[config.mk]
export PLATFORM = sky130hd
export DESIGN_NAME = decimal_to_bcd_encoder
export DESIGN_NICKNAME = d
export VERILOG_FILES = /design/src/rtl/decimal_to_bcd_encoder.sv
export SDC_FILE = /design/constraint.sdc
export NUM_CORES = 1
export LEC_CHECK = 0
export CAP_MARGIN = 20
export CORE_MARGIN = 4
export CORE_UTILIZATION = 25
export CTS_CLUSTER_SIZE = 12
export DETAILED_ROUTE_END_ITERATION = 12
export REMOVE_ABC_BUFFERS = 1
export SLEW_MARGIN = 15
export SYNTH_ARGS = -nofsm -noshare
export SYNTH_HDL_FRONTEND = slang
export SYNTH_SLANG_ARGS = --single-unit
[constraint.sdc]
create_clock -name clk -period 2.2 [get_ports clk]
set_input_delay 0.44 -clock clk [delete_from_list [all_inputs] [get_ports clk]]
set_output_delay 0.44 -clock clk [all_outputs]
set_load 0.02 [all_outputs]
[src/rtl/decimal_to_bcd_encoder.sv]
// ---------------------------------------------------------------------------
// decimal_to_bcd_encoder
//   Encodes ten active-high decimal key lines into a 4-bit BCD digit.
//   The raw keys pass through a 2-FF synchroniser and are then debounced on
//   press and on release. Each debounced press yields one code on a
//   valid/ready output.
//
//   Optional feature macro: MULTI_KEY_ERR_EN
//     defined   : adds key_err. When more than one key is held during the
//                 debounce window, key_err is set and no code is produced.
//     undefined : when several keys are held, the highest index wins.
//
// Parameters
//   DEBOUNCE_CYCLES  stable cycles required for press and for release (>=1)
//   CNT_W            debounce counter width, 2**CNT_W >= DEBOUNCE_CYCLES
//
// Ports
//   clk          in   clock, rising edge
//   rst_n        in   asynchronous active-low reset
//   key_in       in   [9:0] raw key lines, bit i = digit i, asynchronous
//   out_ready    in   downstream accepts the code when out_valid && out_ready
//   overrun_clr  in   synchronous clear of overrun (and of key_err)
//   bcd_out      out  [3:0] encoded digit 0..9
//   out_valid    out  bcd_out holds an unconsumed code
//   overrun      out  sticky: a press was dropped because the output was full
//   key_err      out  sticky multi-key error (MULTI_KEY_ERR_EN only)
//   busy         out  FSM is in any state other than IDLE
// ---------------------------------------------------------------------------
module decimal_to_bcd_encoder #(
    parameter int DEBOUNCE_CYCLES = 4,
    parameter int CNT_W           = 3
) (
    input  logic       clk,
    input  logic       rst_n,
    input  logic [9:0] key_in,
    input  logic       out_ready,
    input  logic       overrun_clr,
    output logic [3:0] bcd_out,
    output logic       out_valid,
    output logic       overrun,
`ifdef MULTI_KEY_ERR_EN
    output logic       key_err,
`endif
    output logic       busy
);

    typedef enum logic [1:0] {
        ST_IDLE     = 2'd0,
        ST_DEBOUNCE = 2'd1,
        ST_EMIT     = 2'd2,
        ST_WAIT_REL = 2'd3
    } state_t;

    localparam logic [CNT_W-1:0] CNT_LAST = CNT_W'(DEBOUNCE_CYCLES - 1);

    logic [9:0]       key_meta_q;
    logic [9:0]       key_s_q;
    state_t           state_q;
    logic [CNT_W-1:0] cnt_q;
    logic [3:0]       code_q;
    logic [3:0]       bcd_q;
    logic             valid_q;
    logic             overrun_q;
    logic [3:0]       enc_d;
    logic             any_d;
    logic             can_load_d;

    // 2-FF synchroniser for the asynchronous key lines
    always_ff @(posedge clk or negedge rst_n) begin
        if (!rst_n) begin
            key_meta_q <= '0;
            key_s_q    <= '0;
        end else begin
            key_meta_q <= key_in;
            key_s_q    <= key_meta_q;
        end
    end

    // Priority encoder: the loop visits higher indices later, so the highest set bit wins
    always_comb begin
        enc_d = 4'd0;
        for (int i = 0; i < 10; i++) begin
            if (key_s_q[i]) enc_d = 4'(i);
        end
    end

    assign any_d      = |key_s_q;
    // The output slot is free when it is empty or is being drained on this edge
    assign can_load_d = !valid_q || out_ready;

`ifdef MULTI_KEY_ERR_EN
    logic key_err_q;
    logic multi_d;
    // x & (x-1) is non-zero exactly when two or more bits are set
    assign multi_d = |(key_s_q & (key_s_q - 10'd1));
`endif

    always_ff @(posedge clk or negedge rst_n) begin
        if (!rst_n) begin
            state_q   <= ST_IDLE;
            cnt_q     <= '0;
            code_q    <= 4'd0;
            bcd_q     <= 4'd0;
            valid_q   <= 1'b0;
            overrun_q <= 1'b0;
`ifdef MULTI_KEY_ERR_EN
            key_err_q <= 1'b0;
`endif
        end else begin
            // Handshake and sticky-clear defaults. An EMIT below overrides them,
            // so a reload beats the drain and a set beats the clear.
            if (valid_q && out_ready) valid_q <= 1'b0;
            if (overrun_clr) overrun_q <= 1'b0;
`ifdef MULTI_KEY_ERR_EN
            if (overrun_clr) key_err_q <= 1'b0;
`endif
            case (state_q)
                ST_IDLE: begin
                    if (any_d) begin
                        code_q  <= enc_d;
                        cnt_q   <= '0;
                        state_q <= ST_DEBOUNCE;
                    end
                end
                ST_DEBOUNCE: begin
                    if (!any_d || enc_d != code_q) begin
                        state_q <= ST_IDLE;
`ifdef MULTI_KEY_ERR_EN
                    end else if (multi_d) begin
                        key_err_q <= 1'b1;
                        cnt_q     <= '0;
                        state_q   <= ST_WAIT_REL;
`endif
                    end else if (cnt_q == CNT_LAST) begin
                        state_q <= ST_EMIT;
                    end else begin
                        cnt_q <= cnt_q + 1'b1;
                    end
                end
                ST_EMIT: begin
                    if (can_load_d) begin
                        bcd_q   <= code_q;
                        valid_q <= 1'b1;
                    end else begin
                        overrun_q <= 1'b1;
                    end
                    cnt_q   <= '0;
                    state_q <= ST_WAIT_REL;
                end
                ST_WAIT_REL: begin
                    // Any key activity restarts the release window; the digit is not re-read
                    if (any_d) begin
                        cnt_q <= '0;
                    end else if (cnt_q == CNT_LAST) begin
                        state_q <= ST_IDLE;
                    end else begin
                        cnt_q <= cnt_q + 1'b1;
                    end
                end
                default: state_q <= ST_IDLE;
            endcase
        end
    end

    assign bcd_out   = bcd_q;
    assign out_valid = valid_q;
    assign overrun   = overrun_q;
    assign busy      = (state_q != ST_IDLE);
`ifdef MULTI_KEY_ERR_EN
    assign key_err   = key_err_q;
`endif

endmodule

---- Word-level counts from Yosys, hierarchy flattened ----
Index checks and enable logic that the tools add are counted.
storage, ports and cells
  input port bits ......................... 14
  logic and storage cells ................. 57
  output and inout port bits .............. 7
  register bits ........................... 35
cells by class
  equality and inequality tests ........... 10
  multiplexer cells ....................... 26
  reductions and logical operators ........ 12
  $add $sub $neg .......................... 1
operator list
  cell                 count
  $mux 4               8
  $mux 3               4
  $pmux 3 s4           1
  $mux 2               5
  $reduce_or 10->1     1
  $ne 2x2->1 const B   4
  $pmux 2 s4           1
  $mux 1               7
  $reduce_and 2->1     3
  $eq 2x2->1 const B   2
  $ne 4x4->1           1
  $reduce_and 4->1     1
  $add 3x1->3 const B  1
  $eq 3x2->1 const B   1
  $ne 3x3->1 const B   1
  $eq 2x1->1 const B   1
  $logic_not 1->1      2
  $logic_not 2->1      1
  $logic_or 1x1->1     2
  $reduce_bool 2->1    1
  $logic_and 1x1->1    1

---- Longest topological paths before layout ----
  depth in word-level cells ............... 13
  gate-level depth with buffers ........... 7
  gate-level depth less buffers ........... 7

---- Worst setup path before layout ----
OpenSTA, ideal clock, no wires.
  path kind ............................... register -> register
  start point ............................. register key_s_q[4]
  end point ............................... register cnt_q[0]
  setup time .............................. 0.122 ns
  slack ................................... 0.127 ns
  data arrival time ....................... 1.951 ns
  buffers on the path ..................... 0
  stages on the path, launching flop included .. 7
  data required time ...................... 2.078 ns
  period minus slack after synthesis ...... 2.073 ns
  cells stage by stage .................... dfrtp_1 o31ai_1 mux2i_1 o21ai_0 or4_4 mux2i_1 a32o_1
between the ends
  cells in the longest elaborated chain, start to end .. 10
  elaborated cells between the ends (all ways) .. 15
  those cells by class .................... eq/ne: 3; mux: 8; reduce/logical: 4
RTL lines
  item                        RTL line  RTL
  from (decl)                 57        logic [9:0] key_s_q;
  from (signal assigned)      75        key_s_q <= key_meta_q;
  $mux 4 (6 in a row)         83        if (key_s_q[i]) enc_d = 4'(i);
  $ne 4x4->1                  126       if (!any_d || enc_d != code_q) begin
  $logic_or 1x1->1            126
  $ne 2x2->1 (no line)        n/a
  $reduce_and 2->1 (no line)  n/a
  to (signal assigned)        137       cnt_q <= cnt_q + 1'b1;
  to (signal assigned)        157       cnt_q <= cnt_q + 1'b1;
  to (decl)                   59        logic [CNT_W-1:0] cnt_q;
Parallel ways exist; a longest one is shown, timed or not.
A chain may end at the register's enable or synchronous reset.

---- Final worst setup path ----
  start point ............................. register key_s_q[7]
  end point ............................... register cnt_q[0]
between the ends
  cells in the longest elaborated chain, start to end .. 7
  elaborated cells between the ends (all ways) .. 12
  those cells by class .................... eq/ne: 3; mux: 5; reduce/logical: 4
RTL lines
  item                        RTL line
  $mux 4 (3 in a row)         83
  $ne 4x4->1                  126
  $logic_or 1x1->1            126
  $ne 2x2->1 (no line)        n/a
  $reduce_and 2->1 (no line)  n/a
Parallel ways exist; a longest one is shown, timed or not.

==> results by group <==
CTS
  • Max Root-Sink Buffers: 2
  • CTS Root Cell: clkbuf_8
  • Later-pin clock latency in the skew report: between 0.2 and 0.3 ns
  • CTS tree: built
  • H-tree Lvls: 2
  • CTS buffer count: 5
  • Clock transition at path regs: roughly 0.070 ns
  • Clock sinks: 35
  • Number of hold buffers added after CTS: 0

Worst hold path
  • Start point of the worst hold path: key_meta_q[3]$_DFF_PN0_
  • HP Class: flip-flop to flip-flop

STA
  • Fin crit period: 2.17 ns
  • RSZ-0062 raised after global routing: yes
  • Fmax: around 460 MHz
  • Slew HR: around 70%
  • Final clock period utilization by the worst path: a little over nine tenths
  • Fin. max-slew vios: 0
  • Worst Tran Pin Value: between 0.4 and 0.5 ns
  • Final Hold Fails: 0
  • Setup-failing EPs final: 0
  • Layout Skew: 0.00416 ns
  • Hold Slack: roughly 0.35 ns

Synth
  • Cells after Synth: 113
  • FF+latch count, synth: 35
  • Post-synth EDFFs: 0
  • Synth cell types: 34
  • Mapped Area: 1390 um2
  • Post-synth top cells: dfrtp_1 (35), nor2_1 (11), nand2_1 (7), nand2b_1 (7), o21ai_0 (7)
  • Post-synth ARST share: 100%
  • Largest cells by area after synthesis: dfrtp_1 (63%), mux2_2 (4.1%), nand2b_1 (3.2%), nor2_1 (3.0%), o21ai_0 (2.5%)
  • Top_reg_cell synth: dfrtp_1
  • Syn_area_per_cell: ~12 um2
  • Yosys top cell by area: dfrtp_1
  • Most numerous cell in the Yosys netlist: dfrtp_1
  • Post-synth top area share: 63.2%
  • Synth Warn #: 0
  • Register area share after synthesis: between 60% and 70%

Setup path
  • Slowest stage delay, CP: between 0.5 and 0.6 ns
  • Crit-path slowest cell: or4_4
  • Setup crit end kind: flip-flop
  • Worst-path cell chain: buf_4 -> nor2_1 -> o31ai_4 -> mux2i_1 -> o21ai_0 -> or4_4 -> mux2i_1 -> a32o_1
  • Critical path type: flip-flop to flip-flop
  • Worst path most repeated cell: mux2i_1
  • Required @ worst endpoint: ~2.4 ns
  • Setup crit start: key_s_q[7]$_DFF_PN0_
  • Critical Path AT: 2.34 ns
  • Reg2Reg Launch Point: key_s_q[7]$_DFF_PN0_
  • Crit path launch type: flip-flop
  • Largest fanout on the critical path: 4

Final layout
  • Filler cell count: ~520
  • Final Cell Area: roughly 1900 um2
  • ANT cells: 0
  • Final #Nets: 160
  • Seq. cell area: a little under 900 um2
  • Area Growth Syn to Fin: 33.7%
  • Layout cells sized above 1: 19.2%
  • Multi-input logic area: just over 500 um2

Power
  • Pwr dens: ~1000 nW/um2
  • NetSw: about 0.54 mW
  • Seq pwr share: 46.4%
  • Combinational Power Share: 22.7%
  • Peak VDD IR: ~0.54 mV
  • Sw frac: 29.1%
  • Clock power share: 30.9%
  • Internal: between 1 and 1.5 mW
  • Lkg Pwr: 0.780 nW

Route
  • Via/cell ratio: roughly 4.3
  • Post-route DRC: 0
  • Met3 wire len: approximately 160 um
  • Drt pass-1 iters: 4
  • Met1 wire length: around 1100 um
  • Post-route antenna net violation count: 0
  • Wire length on met2: between 1000 and 1500 um
  • WL per Instance: ~11 um
  • Iter 0 DRT Violations: 33
  • DR vias: approximately 930
  • Max layer used: met4
  • Post-Route WL: between 2000 and 2500 um

Global route
  • Global Route Usage Sum: under 10%
  • GRT overflow: 0
  • Vias in the first global route: 938
  • First-pass GRT wire length: slightly below 4000 um
  • Initial antenna violation count: 0
  • Largest net degree at the start of global routing: 36

Die
  • Die area: approximately 6800 um2
  • Die Wd: between 80 and 90 um
  • Boundary Pins: 21
  • Core area: approximately 5200 um2
  • Die height: just over 80 um
  • Initial Util: between 20% and 30%
  • Row Count: 26

Placed design
  • Buffers added on ports: 20
  • Placement-stage cell area: 1690 um2
  • GPL Wtd Cong: around 0.79
  • HPWL Detailed: ~1800 um

Status
  • Status: finished, final reports clean

Run
  • # Max-Cap Violations: 0
logic make-up after synthesis:
family                     synth area share, %
AOI/OAI and AO/OA                         11.9
muxes                                     5.51
and+or+nand+nor                           16.9
DFF                                       63.2
buffers and inverters                     1.62
adders and majority gates                0.902
path summary, 6_finish.rpt:
path	to	slack [ns]	cells past startpoint
worst max-delay path	cnt_q[0]$_DFFE_PN0P_	0.03	8
worst min-delay path	key_s_q[3]$_DFF_PN0_	0.35	0
worst max register to register	cnt_q[0]$_DFFE_PN0P_	0.03	8
worst min register to register	key_s_q[3]$_DFF_PN0_	0.35	0
max in group asynchronous	key_s_q[7]$_DFF_PN0_	1.31	2
min in group asynchronous	key_meta_q[7]$_DFF_PN0_	0.56	2
timing repair:
action	CTS	global route
resized for setup	1	5
cloned	0	0
setup endpoints to repair	2	3
setup buffers	0	4
pin swaps	0	6
hold endpoints to repair	0	0
layer usage:
layer	vias up	global-route usage, %
met2	27	13.2
met3	3	3.69
met5	-	0
met4	0	2.49
li1	464	-
met1	432	8.58
through the flow:
| stage | util [%] | setup TNS (ns) | setup WS, ns | total power, mW | std cells |
|---|---|---|---|---|---|
| 4_1_cts | 34.5 | 0 | 0.0111 | 1.86 | 212 |
| 6_report | 35.4 | 0 | 0.0291 | 1.85 | 216 |
| 3_3_place_gp | 32.2 | 0 | 0.0502 | 1.26 | 204 |
| 2_1_floorplan | - | 0 | 0.127 | 1.11 | 112 |
| 5_1_grt | 35.4 | -0.206 | -0.0959 | 1.97 | 216 |
| 3_5_place_dp | 32.2 | -0.0703 | -0.0445 | 1.28 | 204 |
sequential cells by signal, summed over array words and instances (netlist names), named ones only:
name,cells
bcd_out,4
cnt_q,3
code_q,4
key_meta_q,10
key_s_q,10
out_valid,1
overrun,1
state_q,1
cell type report:
type	instances	area share [%]
tap	70	4.73
sequential	35	47.5
clock buffer	5	3.71
inverter	5	1.01
clock inverter	3	2.57
timing repair buffer	26	13.2
multi-input combinational	72	27.3
power groups by stage:
stage / logic, mW / registers (mW) / clock network [mW]
6_report: 0.419 / 0.857 / 0.571
5_1_grt: 0.468 / 0.877 / 0.625
4_1_cts: 0.415 / 0.854 / 0.592
3_5_place_dp: 0.415 / 0.867 / 0
3_3_place_gp: 0.402 / 0.857 / 0
2_1_floorplan: 0.256 / 0.854 / 0
worst max-delay path: cells and delay by family (launching register included):
family          cells  cell delay, ns
compound gates      3            0.49
buf+inv             1            0.14
flops               1            0.43
mux                 2            0.29
simple gates        2            0.72
layout by cell type (no fill, tap or decap), drive strengths merged, types with 6 or more instances in the layout:
cell / synthesis / final
buf: 0 / 6
clkdlybuf4s50: 0 / 20
dfrtp: 35 / 35
inv: 5 / 6
nand2: 7 / 7
nand2b: 7 / 7
nor2: 11 / 11
o21ai: 7 / 7
No activity file was read; power rests on OpenSTA's default activity.
==> patch, RTL diff (config.mk and constraints unchanged) <==
Change the parameter `CNT_W` from 3 to 6.
--- a/src/rtl/decimal_to_bcd_encoder.sv
+++ b/src/rtl/decimal_to_bcd_encoder.sv
@@ -28,7 +28,7 @@
 // ---------------------------------------------------------------------------
 module decimal_to_bcd_encoder #(
     parameter int DEBOUNCE_CYCLES = 4,
-    parameter int CNT_W           = 3
+    parameter int CNT_W           = 6
 ) (
     input  logic       clk,
     input  logic       rst_n,
Function: no difference found for any inputs over 10 cycles, from zero or initial values and one cycle with rst_n low; that may be too few to reach the edited logic, so the function may still have changed.
==> patch against the original RTL <==
  * Clock skew increased by 0.0025 ns
  * Global-route usage up 0.29 points
  * Cell area increased by 10%
  * Power increased by 27%
  * Setup slack worse by 0.0052 ns
  * Via count increased by 13%
  * Sequential cell count rose by 3
  * Wire length rose by 14%
  * Critical path type unchanged
  * Utilization fell by 1.3 points
  * Synthesized area increased by 13%
  * Combinational power grew 66%
  * Critical path depth fell by 1
  * Largest cell class unchanged
==> patch: results (changes against the original RTL) <==
[final_layout]
n_antenna_cell=0  ; unchanged
layout.nets=176  ; +10%
top_regs=key_meta_q (10), key_s_q (10), cnt_q (6)
nFillCells=583  ; +12%
fin_area_sq_um=2043  ; +10%
drive_above_1_share_pct=21.60  ; +2.4 points

[clock_tree]
cts_buffer_depth=2  ; unchanged
clkLatencyLatePin_ns=0.29
clk_pin_slew_ns=0.08
postCtsSetupBuffers=0  ; unchanged
h-tree-depth=2  ; unchanged
cts_buffers=5  ; unchanged
root_buffer=clkbuf_8

[synthesis]
yosys_warnings=0  ; unchanged
yosysMostFrequentCell=dfrtp_1
synthTopCellsByArea=dfrtp_1, nand2_1, nand2b_1
synth_top_cells_by_count=dfrtp_1, nand2_1, nor2_1, inv_1, nand2b_1
async_flop_share_pct=100.0  ; unchanged
ys_seq_area_share_pct=60.95  ; -2.2 points
synth_cell_type_count=43  ; +26%

[timing]
holdWs_ns=0.2380  ; -0.1085 ns
slew_headroom_pct=45.10  ; -26 points
skew_ns=0.006706  ; +0.002545 ns

[setup_path]
worstRegToRegCells=7  ; -1
worstReg2RegStart=key_s_q[4]
worstReg2RegEnd=cnt_q[0]
crit_path_start_kind=register
critPathArrivalTime_ns=2.35
cp-endpoint=cnt_q[0]
crit_path_max_fanout=5  ; +1
r2r_slack_ns=0.02

[global_route]
grt_antenna_before_repair=0  ; unchanged
grt_first_pass_wirelength_microns=4823  ; +21%
grt_max_degree=39  ; +8.3%
grt_usage_pct=8.092  ; +0.29 points
grt_pass1_vias=1048  ; +12%

[place]
dp_slack_ns=0.001379  ; +0.04585 ns
placed_area_sq_um=1894  ; +12%
gp_congestion=0.8116  ; +2.7%
hpwl_microns=1924  ; +9.6%
io_buffers=20  ; unchanged

[pwr]
p_leak_nw=0.9198  ; +18%
vdd_drop_max_mv=0.4434  ; -18%
power.density_nw_per_um2=1147  ; +15%

[detailed_routing]
first_pass_iters=3  ; -1
viasPerCell=4.422  ; +3.1%
drt_iter0_markers=50  ; +52%
wl_per_cell_microns=11.44  ; +3.7%

[min_path]
hold_path.class=in -> async

[outcome]
status=finished clean

## patch: changes by cell type in the layout (fill, tap and decap cells not counted), sizes merged, moves of 2 or more
cell / change
nor3: +2
xor2: +2
a21oi: -3
dfrtp: +3
a21o: +2
mux2i: -2
nand3: +3
o311a: +2
nor2: -2
nand2: +7
## patch: cell families (layout without fill, tap and decap cells)
family / Yosys count / in the layout / share of synthesized area (%)
AND/OR/NAND/NOR: 48 / 48 / 17.24
flip-flops: 38 / 38 / 60.95
AO/OA/AOI/OAI: 28 / 28 / 14.76
buffers and inverters: 6 / 40 / 1.443
multiplexers: 4 / 4 / 3.127
XOR/XNOR: 3 / 3 / 1.684
adder cells (fa/ha/maj): 1 / 1 / 0.8018
## patch: worst min-delay path by stage
| stage | from | endpoint | cells after the start |
|---|---|---|---|
| CTS | rst_n | out_valid | 1 |
| global placement | key_meta_q[4] | key_s_q[4] | 0 |
| global route | rst_n | cnt_q[2] | 1 |
| floorplan | rst_n | async pin | 0 |
| detailed placement | key_meta_q[0] | key_s_q[0] | 0 |
| finish | rst_n | cnt_q[2] | 1 |
## patch: what timing repair did
action	in CTS	in global routing
gates resized for setup	0	2
endpoints found under the setup margin	0	7
hold endpoints to repair	0	0
## patch: area by class of cell
class,count,area share [%]
Sequential cell,38,46.54
Multi-Input combinational cell,84,29.27
Timing Repair Buffer,26,11.76
Tap cell,75,4.593
Clock buffer,5,3.368
Clock inverter,3,3.368
Inverter,6,1.102
## patch: worst max-delay path, stage by stage, from the launching register on
cell	delay, ns
dfrtp_1	0.38
or4_4	0.58
a32o_1	0.29
nor2_2	0.13
a211oi_4	0.08
buf_4	0.16
o21a_1	0.19
mux2_4	0.26
## patch: through the flow
| stage | setup TNS [ns] | util [%] | cells |
|---|---|---|---|
| final | 0 | 34.11 | 237 |
| after global routing | -0.3158 | 34.11 | 237 |
| after CTS | 0 | 33.92 | 237 |
| after detailed placement | 0 | 31.62 | 229 |
| after global placement | 0 | 31.62 | 229 |
| after floorplan | 0 | - | 128 |
## patch: where the power goes
group / switching (mW) / internal (mW) / total (mW)
clock: 0.252 / 0.454 / 0.706
combinational: 0.365 / 0.329 / 0.694
sequential: 0.119 / 0.825 / 0.944
total: 0.736 / 1.61 / 2.34
## patch: metal layers
layer | up-vias | global-route usage (%) | share of wire [%]
li1 | 517 | - | -
met1 | 505 | 10.61 | 46
met2 | 24 | 12.70 | 47
met3 | 2 | 2.271 | 5.4
met4 | 0 | 2.975 | 1.4
met5 | - | 0 | 0
